--- src/rtl/img_rsz_row_ser_if.sv ---
// Row and pixel stream interfaces for img_rsz_row_ser.
//
// img_rsz_row_ser_row_if : whole resized rows, tagged with their Y index.
//   RowDat  row payload, RowDat[c][x]
//   RowPosY Y index of RowDat
//   RowVld  row valid (master -> slave)
//   RowRdy  row ready (slave -> master)
//
// img_rsz_row_ser_pxl_if : raster pixel stream, one pixel per transfer.
//   PxlDat  pixel payload, color c at [c*W +: W]
//   PxlPosX / PxlPosY  pixel position
//   PxlSof / PxlEol / PxlEof  frame/line flags
//   PxlVld  pixel valid (master -> slave)
//   PxlRdy  pixel ready (slave -> master)

interface img_rsz_row_ser_row_if #(
  parameter int RSZ_IMG_WIDTH_SIZE   = 8,
  parameter int RSZ_IMG_HEIGHT_SIZE  = 8,
  parameter int RSZ_IMG_HEIGHT_IDX_W = $clog2(RSZ_IMG_HEIGHT_SIZE),
  parameter int PXL_PRIM_COLOR_W     = 8,
  parameter int PXL_PRIM_COLOR_NUM   = 1
);
  logic [PXL_PRIM_COLOR_NUM-1:0][RSZ_IMG_WIDTH_SIZE-1:0][PXL_PRIM_COLOR_W-1:0] RowDat;
  logic [RSZ_IMG_HEIGHT_IDX_W-1:0] RowPosY;
  logic                            RowVld;
  logic                            RowRdy;

  modport master (output RowDat, output RowPosY, output RowVld, input RowRdy);
  modport slave  (input RowDat, input RowPosY, input RowVld, output RowRdy);
endinterface

interface img_rsz_row_ser_pxl_if #(
  parameter int RSZ_IMG_WIDTH_SIZE   = 8,
  parameter int RSZ_IMG_HEIGHT_SIZE  = 8,
  parameter int RSZ_IMG_WIDTH_IDX_W  = $clog2(RSZ_IMG_WIDTH_SIZE),
  parameter int RSZ_IMG_HEIGHT_IDX_W = $clog2(RSZ_IMG_HEIGHT_SIZE),
  parameter int PXL_PRIM_COLOR_W     = 8,
  parameter int PXL_PRIM_COLOR_NUM   = 1
);
  logic [PXL_PRIM_COLOR_NUM*PXL_PRIM_COLOR_W-1:0] PxlDat;
  logic [RSZ_IMG_WIDTH_IDX_W-1:0]                 PxlPosX;
  logic [RSZ_IMG_HEIGHT_IDX_W-1:0]                PxlPosY;
  logic                                           PxlSof;
  logic                                           PxlEol;
  logic                                           PxlEof;
  logic                                           PxlVld;
  logic                                           PxlRdy;

  modport master (output PxlDat, output PxlPosX, output PxlPosY, output PxlSof,
                  output PxlEol, output PxlEof, output PxlVld, input PxlRdy);
  modport slave  (input PxlDat, input PxlPosX, input PxlPosY, input PxlSof,
                  input PxlEol, input PxlEof, input PxlVld, output PxlRdy);
endinterface

--- src/rtl/img_rsz_row_ser.sv ---
// img_rsz_row_ser
// Accepts whole resized rows in any Y order into a per-row reorder store and
// serialises them as a raster-order pixel stream (one pixel per cycle) with
// X/Y position and frame/line flags.
//
// Ports:
//   Clk      clock
//   Reset    synchronous, active-high reset (drops stored rows and any
//            partially sent row)
//   row      img_rsz_row_ser_row_if.slave  : incoming rows (RowDat/RowPosY/RowVld/RowRdy)
//   pxl      img_rsz_row_ser_pxl_if.master : outgoing pixels (PxlDat/PxlPosX/PxlPosY/
//            PxlSof/PxlEol/PxlEof/PxlVld/PxlRdy)
//   FrmDone  1-cycle pulse in the cycle after the last pixel of a frame transfers
//   StallCnt saturating count of cycles with PxlVld & ~PxlRdy
//            (present only when IMG_RSZ_ROW_SER_STAT_EN is defined)
//
// Configuration macro: IMG_RSZ_ROW_SER_STAT_EN enables the StallCnt port.

module img_rsz_row_ser #(
  parameter int RSZ_IMG_WIDTH_SIZE   = 8,
  parameter int RSZ_IMG_HEIGHT_SIZE  = 8,
  parameter int RSZ_IMG_WIDTH_IDX_W  = $clog2(RSZ_IMG_WIDTH_SIZE),
  parameter int RSZ_IMG_HEIGHT_IDX_W = $clog2(RSZ_IMG_HEIGHT_SIZE),
  parameter int PXL_PRIM_COLOR_W     = 8,
  parameter int PXL_PRIM_COLOR_NUM   = 1
) (
  input  logic                         Clk,
  input  logic                         Reset,
  img_rsz_row_ser_row_if.slave         row,
  img_rsz_row_ser_pxl_if.master        pxl,
  output logic                         FrmDone
`ifdef IMG_RSZ_ROW_SER_STAT_EN
  ,
  output logic [15:0]                  StallCnt
`endif
);

  localparam int WS = RSZ_IMG_WIDTH_SIZE;
  localparam int HS = RSZ_IMG_HEIGHT_SIZE;
  localparam int XW = RSZ_IMG_WIDTH_IDX_W;
  localparam int YW = RSZ_IMG_HEIGHT_IDX_W;
  localparam int CW = PXL_PRIM_COLOR_W;
  localparam int CN = PXL_PRIM_COLOR_NUM;

  localparam logic [0:0] ST_IDLE = 1'b0;
  localparam logic [0:0] ST_SEND = 1'b1;

  localparam logic [XW-1:0] X_LAST = XW'(WS - 1);
  localparam logic [YW-1:0] Y_LAST = YW'(HS - 1);

  typedef logic [CN-1:0][WS-1:0][CW-1:0] row_t;

  logic [0:0]    state;
  logic [XW-1:0] cur_x;
  logic [YW-1:0] cur_y;
  logic [HS-1:0] row_pres;
  logic [HS-1:0] row_pres_nxt;
  row_t          row_mem [HS];
  row_t          row_p1;

  logic row_rdy;
  logic row_acc;
  logic row_load;
  logic vld_p1;
  logic pxl_hs;
  logic x_last;

  // Stage 0: row acceptance into the reorder store
  // A slot is free only when its presence bit is clear; an occupied slot
  // backpressures rather than being overwritten. Out-of-range Y never accepts.
  always_comb begin
    row_rdy = 1'b0;
    if (int'(row.RowPosY) < HS) row_rdy = ~row_pres[row.RowPosY];
  end

  assign row.RowRdy = row_rdy;
  assign row_acc    = row.RowVld & row_rdy;
  assign row_load   = (state == ST_IDLE) & row_pres[cur_y];
  assign vld_p1     = (state == ST_SEND);
  assign pxl_hs     = vld_p1 & pxl.PxlRdy;
  assign x_last     = (cur_x == X_LAST);

  // The slot being loaded is already present, so it can never be the slot
  // being accepted in the same cycle; both updates apply independently.
  always_comb begin
    row_pres_nxt = row_pres;
    if (row_load) row_pres_nxt[cur_y] = 1'b0;
    if (row_acc)  row_pres_nxt[row.RowPosY] = 1'b1;
  end

  always_ff @(posedge Clk) begin
    if (row_acc) row_mem[row.RowPosY] <= row.RowDat;
    if (row_load) row_p1 <= row_mem[cur_y];
  end

  // Stage 1: raster serialiser FSM
  always_ff @(posedge Clk) begin
    if (Reset) begin
      state    <= ST_IDLE;
      cur_x    <= '0;
      cur_y    <= '0;
      row_pres <= '0;
      FrmDone  <= 1'b0;
    end else begin
      FrmDone  <= 1'b0;
      row_pres <= row_pres_nxt;
      case (state)
        ST_IDLE: begin
          if (row_load) begin
            cur_x <= '0;
            state <= ST_SEND;
          end
        end
        ST_SEND: begin
          if (pxl_hs) begin
            if (x_last) begin
              state   <= ST_IDLE;
              cur_y   <= (cur_y == Y_LAST) ? '0 : cur_y + 1'b1;
              FrmDone <= (cur_y == Y_LAST);
            end else begin
              cur_x <= cur_x + 1'b1;
            end
          end
        end
        default: state <= ST_IDLE;
      endcase
    end
  end

  // Outputs are forced to zero whenever no pixel is offered, so the
  // unreset row register never leaks onto the bus.
  always_comb begin
    pxl.PxlDat = '0;
    if (vld_p1) begin
      for (int c = 0; c < CN; c++) pxl.PxlDat[c*CW +: CW] = row_p1[c][cur_x];
    end
    pxl.PxlVld  = vld_p1;
    pxl.PxlPosX = vld_p1 ? cur_x : '0;
    pxl.PxlPosY = vld_p1 ? cur_y : '0;
    pxl.PxlSof  = vld_p1 & (cur_x == '0) & (cur_y == '0);
    pxl.PxlEol  = vld_p1 & x_last;
    pxl.PxlEof  = vld_p1 & x_last & (cur_y == Y_LAST);
  end

`ifdef IMG_RSZ_ROW_SER_STAT_EN
  always_ff @(posedge Clk) begin
    if (Reset) begin
      StallCnt <= '0;
    end else if (vld_p1 & ~pxl.PxlRdy & (StallCnt != 16'hFFFF)) begin
      StallCnt <= StallCnt + 16'd1;
    end
  end
`endif

endmodule

--- src/flat_wrapper.sv ---
// flat-port wrapper written by rule: the top's interface ports become plain ports
module img_rsz_row_ser_flat 
#(
  parameter int RSZ_IMG_WIDTH_SIZE   = 8,
  parameter int RSZ_IMG_HEIGHT_SIZE  = 8,
  parameter int RSZ_IMG_WIDTH_IDX_W  = $clog2(RSZ_IMG_WIDTH_SIZE),
  parameter int RSZ_IMG_HEIGHT_IDX_W = $clog2(RSZ_IMG_HEIGHT_SIZE),
  parameter int PXL_PRIM_COLOR_W     = 8,
  parameter int PXL_PRIM_COLOR_NUM   = 1
)
  (Clk, Reset, FrmDone, row_RowDat, row_RowPosY, row_RowVld, row_RowRdy, pxl_PxlDat, pxl_PxlPosX, pxl_PxlPosY, pxl_PxlSof, pxl_PxlEol, pxl_PxlEof, pxl_PxlVld, pxl_PxlRdy);
  img_rsz_row_ser_row_if #(.RSZ_IMG_WIDTH_SIZE(RSZ_IMG_WIDTH_SIZE), .RSZ_IMG_HEIGHT_SIZE(RSZ_IMG_HEIGHT_SIZE), .RSZ_IMG_HEIGHT_IDX_W(RSZ_IMG_HEIGHT_IDX_W), .PXL_PRIM_COLOR_W(PXL_PRIM_COLOR_W), .PXL_PRIM_COLOR_NUM(PXL_PRIM_COLOR_NUM)) row_i ();
  img_rsz_row_ser_pxl_if #(.RSZ_IMG_WIDTH_SIZE(RSZ_IMG_WIDTH_SIZE), .RSZ_IMG_HEIGHT_SIZE(RSZ_IMG_HEIGHT_SIZE), .RSZ_IMG_WIDTH_IDX_W(RSZ_IMG_WIDTH_IDX_W), .RSZ_IMG_HEIGHT_IDX_W(RSZ_IMG_HEIGHT_IDX_W), .PXL_PRIM_COLOR_W(PXL_PRIM_COLOR_W), .PXL_PRIM_COLOR_NUM(PXL_PRIM_COLOR_NUM)) pxl_i ();
  input  logic Clk;
  input  logic Reset;
  output logic FrmDone;
  input wire logic [$bits(row_i.RowDat)-1:0] row_RowDat;
  input wire logic [$bits(row_i.RowPosY)-1:0] row_RowPosY;
  input wire logic [$bits(row_i.RowVld)-1:0] row_RowVld;
  output wire logic [$bits(row_i.RowRdy)-1:0] row_RowRdy;
  output wire logic [$bits(pxl_i.PxlDat)-1:0] pxl_PxlDat;
  output wire logic [$bits(pxl_i.PxlPosX)-1:0] pxl_PxlPosX;
  output wire logic [$bits(pxl_i.PxlPosY)-1:0] pxl_PxlPosY;
  output wire logic [$bits(pxl_i.PxlSof)-1:0] pxl_PxlSof;
  output wire logic [$bits(pxl_i.PxlEol)-1:0] pxl_PxlEol;
  output wire logic [$bits(pxl_i.PxlEof)-1:0] pxl_PxlEof;
  output wire logic [$bits(pxl_i.PxlVld)-1:0] pxl_PxlVld;
  input wire logic [$bits(pxl_i.PxlRdy)-1:0] pxl_PxlRdy;
  assign row_i.RowDat = row_RowDat;
  assign row_i.RowPosY = row_RowPosY;
  assign row_i.RowVld = row_RowVld;
  assign row_RowRdy = row_i.RowRdy;
  assign pxl_PxlDat = pxl_i.PxlDat;
  assign pxl_PxlPosX = pxl_i.PxlPosX;
  assign pxl_PxlPosY = pxl_i.PxlPosY;
  assign pxl_PxlSof = pxl_i.PxlSof;
  assign pxl_PxlEol = pxl_i.PxlEol;
  assign pxl_PxlEof = pxl_i.PxlEof;
  assign pxl_PxlVld = pxl_i.PxlVld;
  assign pxl_i.PxlRdy = pxl_PxlRdy;
  img_rsz_row_ser #(.RSZ_IMG_WIDTH_SIZE(RSZ_IMG_WIDTH_SIZE), .RSZ_IMG_HEIGHT_SIZE(RSZ_IMG_HEIGHT_SIZE), .RSZ_IMG_WIDTH_IDX_W(RSZ_IMG_WIDTH_IDX_W), .RSZ_IMG_HEIGHT_IDX_W(RSZ_IMG_HEIGHT_IDX_W), .PXL_PRIM_COLOR_W(PXL_PRIM_COLOR_W), .PXL_PRIM_COLOR_NUM(PXL_PRIM_COLOR_NUM)) u_core (.Clk(Clk), .Reset(Reset), .row(row_i), .pxl(pxl_i), .FrmDone(FrmDone));
endmodule
--- config.mk ---
export PLATFORM = sky130hd
export DESIGN_NAME = img_rsz_row_ser_flat
export DESIGN_NICKNAME = d
export VERILOG_FILES = /design/src/rtl/img_rsz_row_ser_if.sv /design/src/rtl/img_rsz_row_ser.sv /design/src/flat_wrapper.sv
export SDC_FILE = /design/constraint.sdc
export NUM_CORES = 1
export LEC_CHECK = 0
export BUFFER_PORTS_ARGS = -buffer_cell sky130_fd_sc_hd__buf_2
export CAP_MARGIN = 20
export CORE_ASPECT_RATIO = 1.4
export CORE_MARGIN = 4
export CORE_UTILIZATION = 45
export CTS_BUF_LIST = sky130_fd_sc_hd__clkbuf_16
export DETAILED_ROUTE_END_ITERATION = 16
export PLACE_DENSITY_LB_ADDON = 0.1
export REMOVE_ABC_BUFFERS = 1
export SLEW_MARGIN = 40
export SYNTH_ARGS = -nofsm -noshare
export SYNTH_HDL_FRONTEND = slang
export SYNTH_SLANG_ARGS = --single-unit
--- constraint.sdc ---
create_clock -name Clk -period 12.3 [get_ports Clk]
set_input_delay 1.23 -clock Clk [delete_from_list [all_inputs] [get_ports Clk]]
set_output_delay 1.23 -clock Clk [all_outputs]
set_load 0.1 [all_outputs]
==> Word-level counts from Yosys, hierarchy flattened <==
Memory sizes are Yosys's and may differ from the RTL's. A register that Yosys moved wholly into a read port is not among the register bits.
Index checks and enable logic that the tools add are counted.
{ "totals": {"ff_bits": 16, "ram_bits": 512, "output_inout_bits": 20, "elab_cells": 65, "memories": 1} }
{ "classes": {"add_sub_neg": 2, "n_lt_le_gt_ge": 5, "eq_ne": 5, "muxes": 26, "n_bitwise": 14, "n_reduce_logical": 7} }
{ "memory_table": {"columns": ["name", "words", "width", "rd", "rd_clocked_by_memory_dff", "wr", "line_no", "source"], "rows": [
  ["u_core.row_mem", 8, 64, 1, 1, 1, "img_rsz_row_ser.sv:58", "row_t row_mem [HS];"]
]} }
{ "op_table": {"columns": ["cell", "count"], "rows": [
  ["two-way mux 8 bit", 4],
  ["binary-select mux 8 bit (select 3 bit)", 1],
  ["two-way mux 3 bit", 6],
  ["less-than comparator 3 x 4 -> 1 bit (second input constant)", 3],
  ["two-way mux 1 bit", 9],
  ["AND 8 bit", 1],
  ["inverter 8 bit", 1],
  ["OR 8 bit", 1],
  ["AND 1 bit", 7],
  ["adder 3 x 1 -> 3 bit (second input constant)", 2],
  ["binary-select mux 1 bit (select 3 bit)", 2],
  ["demux 1 bit (select 3 bit)", 2],
  ["== test 3 bit (second input constant)", 2],
  [">= comparator 3 x 1 -> 1 bit (second input constant)", 2],
  ["logical NOT 3 bit", 2],
  ["one-hot mux 3 bit (2 select lines)", 1],
  ["AND reduction 3 bit", 2],
  ["!= test 2 bit (second input constant)", 2],
  ["inverter 1 bit", 4],
  ["OR reduction 4 bit", 1],
  ["logical AND 1 bit", 2],
  ["!= test 2 x 1 -> 1 bit (second input constant)", 1],
  ["one-hot mux 1 bit (2 select lines)", 1]
]} }

==> Longest topological paths before layout <==
{ "logic_depth": {"depth_word": 9, "depth_mapped": 8} }

==> Worst setup path before layout <==
OpenSTA, ideal clock, no wires.
{ "synth_timing": {"path_type": "input to register", "from": "input port row_RowPosY[2]", "to": "memory u_core.row_mem[1][0] in the netlist's numbering, enable pin", "setup_time_ps": 670, "arrival_ps": 8262, "slack_ps": 3369, "path_stages": 3, "n_path_buf": 1, "path_cell_list": "buf_2 -> nand2b_1 -> nor4b_1"} }
{ "synth_between": {"elab_chain_len": 6} }
{ "synth_rtl": {"columns": ["item", "line_no", "source"], "rows": [
  ["from (decl)", "flat_wrapper.sv:18", "input wire logic [$bits(row_i.RowPosY)-1:0] row_RowPosY;"],
  ["binary-select mux 1 bit (select 3 bit)", "img_rsz_row_ser.sv:73", "if (int'(row.RowPosY) < HS) row_rdy = ~row_pres[row.RowPosY];"],
  ["two-way mux 1 bit (not written as such)", "img_rsz_row_ser.sv:73", null],
  ["inverter 1 bit", "img_rsz_row_ser.sv:73", null],
  ["AND 1 bit", "img_rsz_row_ser.sv:77", "assign row_acc = row.RowVld & row_rdy;"],
  ["two-way mux 1 bit", "img_rsz_row_ser.sv:92", "if (row_acc) row_mem[row.RowPosY] <= row.RowDat;"],
  ["two-way mux 1 bit (not written as such)", "img_rsz_row_ser.sv:92", null],
  ["to (decl)", "img_rsz_row_ser.sv:58", null]
]} }
Several ways; a longest one is shown, not always the timed one. The select of a mux whose other input is x is not followed.

==> Worst setup path in the final report <==
{ "layout_timing": {"from": "register u_core.cur_y[2]", "to": "output port pxl_PxlEof"} }
{ "layout_between": {"elab_chain_len": 2} }
{ "layout_rtl": {"columns": ["item", "line_no", "source"], "rows": [
  ["from (decl)", "img_rsz_row_ser.sv:55", "logic [YW-1:0] cur_y;"],
  ["from (signal assigned)", "img_rsz_row_ser.sv:118", "cur_y <= (cur_y == Y_LAST) ? '0 : cur_y + 1'b1;"],
  ["== test 3 bit", "img_rsz_row_ser.sv:142", "pxl.PxlEof = vld_p1 & x_last & (cur_y == Y_LAST);"],
  ["AND 1 bit", "img_rsz_row_ser.sv:142", null],
  ["to (decl)", "flat_wrapper.sv:26", "output wire logic [$bits(pxl_i.PxlEof)-1:0] pxl_PxlEof;"]
]} }
No other way between the ends.

==> implementation parameters <==
Parameter                              Value

Run status
  Run status    finished, final reports clean

Placement
  Number of buffers added on ports    90
  Post-Place Cells    1,822
  Global placer's final weighted congestion    0.719
  Detailed placement HPWL    27.4 mm

Timing
  Share of the cycle needed by the critical path after routing    33.0%
  Peak Freq    246 MHz
  Hold violation count in the final report    0
  Actual transition at the worst max-transition pin    0.816 ns
  Unrepaired setup endpoints after global routing    no
  Slew Limit Headroom    45.6%
  Final setup violating endpoints    0
  Maximum clock skew at final layout    0.0123 ns
  Shortest period the worst path allows    4.06 ns
  Final count of pins violating max slew    0
  Total negative setup slack    0 ns

Clocking
  Number of gates given a new drive strength after cts    0
  Clock Pin Slew Worst Setup and Hold Paths    0.06 ns
  Longest Clk Path Bufs    3
  Hold bufs inserted after CTS    0
  Clock tree from TritonCTS    done
  Num Clock Sinks    592
  Clock latency reported for the late side of the worst-skew pair    0.59 ns
  Number of buffers inserted during clock tree synthesis    56
  Clock root buffer master    sky130_fd_sc_hd__clkbuf_16
  Post-CTS Setup Inserts    0
  H-Tree Level Count    2

Detailed routing
  Via count of the routed design    11,000
  Routed via count divided by cell count    5.70
  Aggregate routed wire length    49.1 mm
  Number of design-rule violations left by the first detailed-router iteration    744
  Residual DRC    0
  Remaining antenna violation count after routing    0
  TritonRoute pass-1 iters    5
  DR WL/cell    25.5 µm

Logic synthesis
  Most frequently used cell type in the post-synthesis netlist    sky130_fd_sc_hd__edfxtp_1
  Count of cell types in the netlist    54
  Netlist area before placement    22,600 µm²
  Post-Synthesis Cells    1,136
  Dominant cells by area after synthesis    sky130_fd_sc_hd__edfxtp_1, sky130_fd_sc_hd__mux4_2, sky130_fd_sc_hd__mux2_1
  Cell type contributing the most total cell area after synthesis    sky130_fd_sc_hd__edfxtp_1
  Fraction of the yosys area taken by sequential cells    77.9%
  Count of warnings emitted by yosys    0
  Share of Yosys cell area claimed by the top area cell type    76.5%
  Cell types with the highest counts after synthesis    sky130_fd_sc_hd__edfxtp_1, sky130_fd_sc_hd__nand2_1, sky130_fd_sc_hd__mux4_2
  Most used DFF post-synth    sky130_fd_sc_hd__edfxtp_1
  EDFF count, synth    576
  Flops & latches, synth    592
  Share of synthesized registers carrying an async set or reset    0%
  Synth Area per Inst    19.9 µm²

Global routing
  GRT busiest layer    met2
  Met3 routing resource usage after global routing    2.68%
  GR Overflow Total    0
  Wire length of the first global-routing pass    74.2 mm
  Met2 global-route usage    32.7%
  Vias in the first global route    11,900
  Antenna violations before repair    5
  Largest net degree at the start of global routing    61
  Global router's overall resource usage    18.2%
  Met1 routing resource usage after global routing    23.1%

Power
  Peak supply drop    0.100 mV
  Cell area power density    157 nW/µm²
  Leak Pwr    8.23 nW

Worst setup path
  Logic depth of the worst register-to-register path    6
  Instance count on the critical path    4
  Kind of end point of the critical path    primary output
  Kind of launch point of the worst setup path    flip-flop
  Maximum fanout encountered on the critical timing path    51
  Slack of the worst reg-to-reg path    8.66 ns
  Critical path's largest stage delay    0.70 ns
  WP data arrival    2.83 ns
  Worst R2R End    u_core.row_p1[30]
  Crit path max-delay family    buffers and inverters
  Termination of the worst setup path    pxl_PxlEof
  Cell at the slowest stage of the critical path    sky130_fd_sc_hd__buf_4
  Worst Setup SP    u_core.cur_y[2]
  Data required time at the worst endpoint    11.07 ns
  Category of the critical setup timing path    reg -> out
  Critical path cell sequence    buf_4 > ha_1 > and3_1 > buf_2
  Worst path bufs/invs    2
  Reg-to-Reg Start    u_core.cur_y[1]

Floorplanning
  Placeable core region    49,400 µm²
  Die W    197 µm
  Die area    54,000 µm²
  Number of ports placed on the die boundary    91
  Standard-cell rows    96
  Starting utilization of the core area    45.8%
  Die H    273 µm

Layout
  Fin nets    1,320
  Area delta synth->final    13.4%
  Number of standard cells in the layout, taps in and fillers out    1,926
  Ratio of cells with drive above 1 in the final layout    24.8%

Flow run
  Maxcap violations    0

Hold path
  Class of the tightest hold or removal check    reg -> reg
==> worst register-to-register path, delay by kind of cell, from the launching register on <==
family | cells | cell delay, ns
buffers and inverters | 3 | 1.31
flip-flops | 1 | 0.86
AO/OA/AOI/OAI | 2 | 0.63
AND/OR/NAND/NOR | 1 | 0.41
==> routing by layer <==
layer / up-vias / share of wire (%)
met2: 220 / 53
met5: - / 0.063
met3: 75 / 4.1
met4: 6 / 2.4
li1: 4917 / -
met1: 5755 / 40
==> layout by cell type, fill, tap and decap left out, drive strengths merged, types with 6 or more instances in the layout <==
cell      n
a21oi     6
a221oi   28
a222oi   31
a22oi    17
a311oi    7
and2     10
buf     118
clkbuf   58
clkinv   20
dfxtp    16
edfxtp  576
ha        6
inv      25
mux2     63
mux2i    13
mux4     78
nand2    83
nor2     18
nor2b    12
o21ai    45
==> sequential cells by signal (all words and copies together) (netlist names) <==
register           flops
u_core.row_pres        8
u_core.row_mem       512
u_core.FrmDone         1
u_core.row_p1         64
u_core.pxl.PxlVld      1
u_core.cur_y           3
u_core.cur_x           3
==> worst min-delay path by stage <==
stage                                from                  to  slack (ns)  depth (start not counted)
finish              u_core.row_mem[1][28]   u_core.row_p1[28]        0.54                          1
global route        u_core.row_mem[1][28]   u_core.row_p1[28]        0.55                          1
CTS                 u_core.row_mem[1][28]   u_core.row_p1[28]        0.54                          1
floorplan              u_core.row_pres[2]  u_core.row_pres[2]        0.48                          2
detailed placement  u_core.row_mem[1][28]   u_core.row_p1[28]        0.53                          1
global placement    u_core.row_mem[1][28]   u_core.row_p1[28]        0.52                          1
==> report_power, final <==
part	total [mW]	switching [mW]	internal, mW
registers	2.26	0.0112	2.25
logic	0.0976	0.0706	0.0270
clock network	1.66	0.711	0.953
total	4.03	0.793	3.23
==> cell families (layout without fill, tap and decap cells) <==
group           Yosys count  after routing  synth area share, %
mux                     154            154                 11.5
flops                   592            592                 77.9
other cells               0              1                    0
buf+inv                  76            228                 1.71
simple gates            149            149                 3.12
fa+ha+maj                 6              6                0.332
compound gates          159            159                 5.43
==> stage by stage <==
stage	util [%]	power, mW	instance area (µm²)	hold slack, ns	setup WS (ns)
6_report	51.9	4.03	25600	0.537	8.24
2_1_floorplan	-	2.35	22300	0.476	3.53
5_1_grt	51.9	4.17	25600	0.550	8.10
3_5_place_dp	48.3	2.41	23800	0.527	8.44
3_3_place_gp	48.2	2.40	23800	0.523	8.05
4_1_cts	51.9	4.07	25600	0.538	8.15
==> cell type report <==
type	instances	area [µm²]
diodes	1	2.50
repair buffers	118	701
inverters	7	26.3
flip-flops and latches	592	17600
clock inverters	45	334
clock buffers	58	1450
fillers	3973	23700
multi-input cells	468	4700
well taps	637	797
Note: power is estimated with default switching activity, not from simulation.
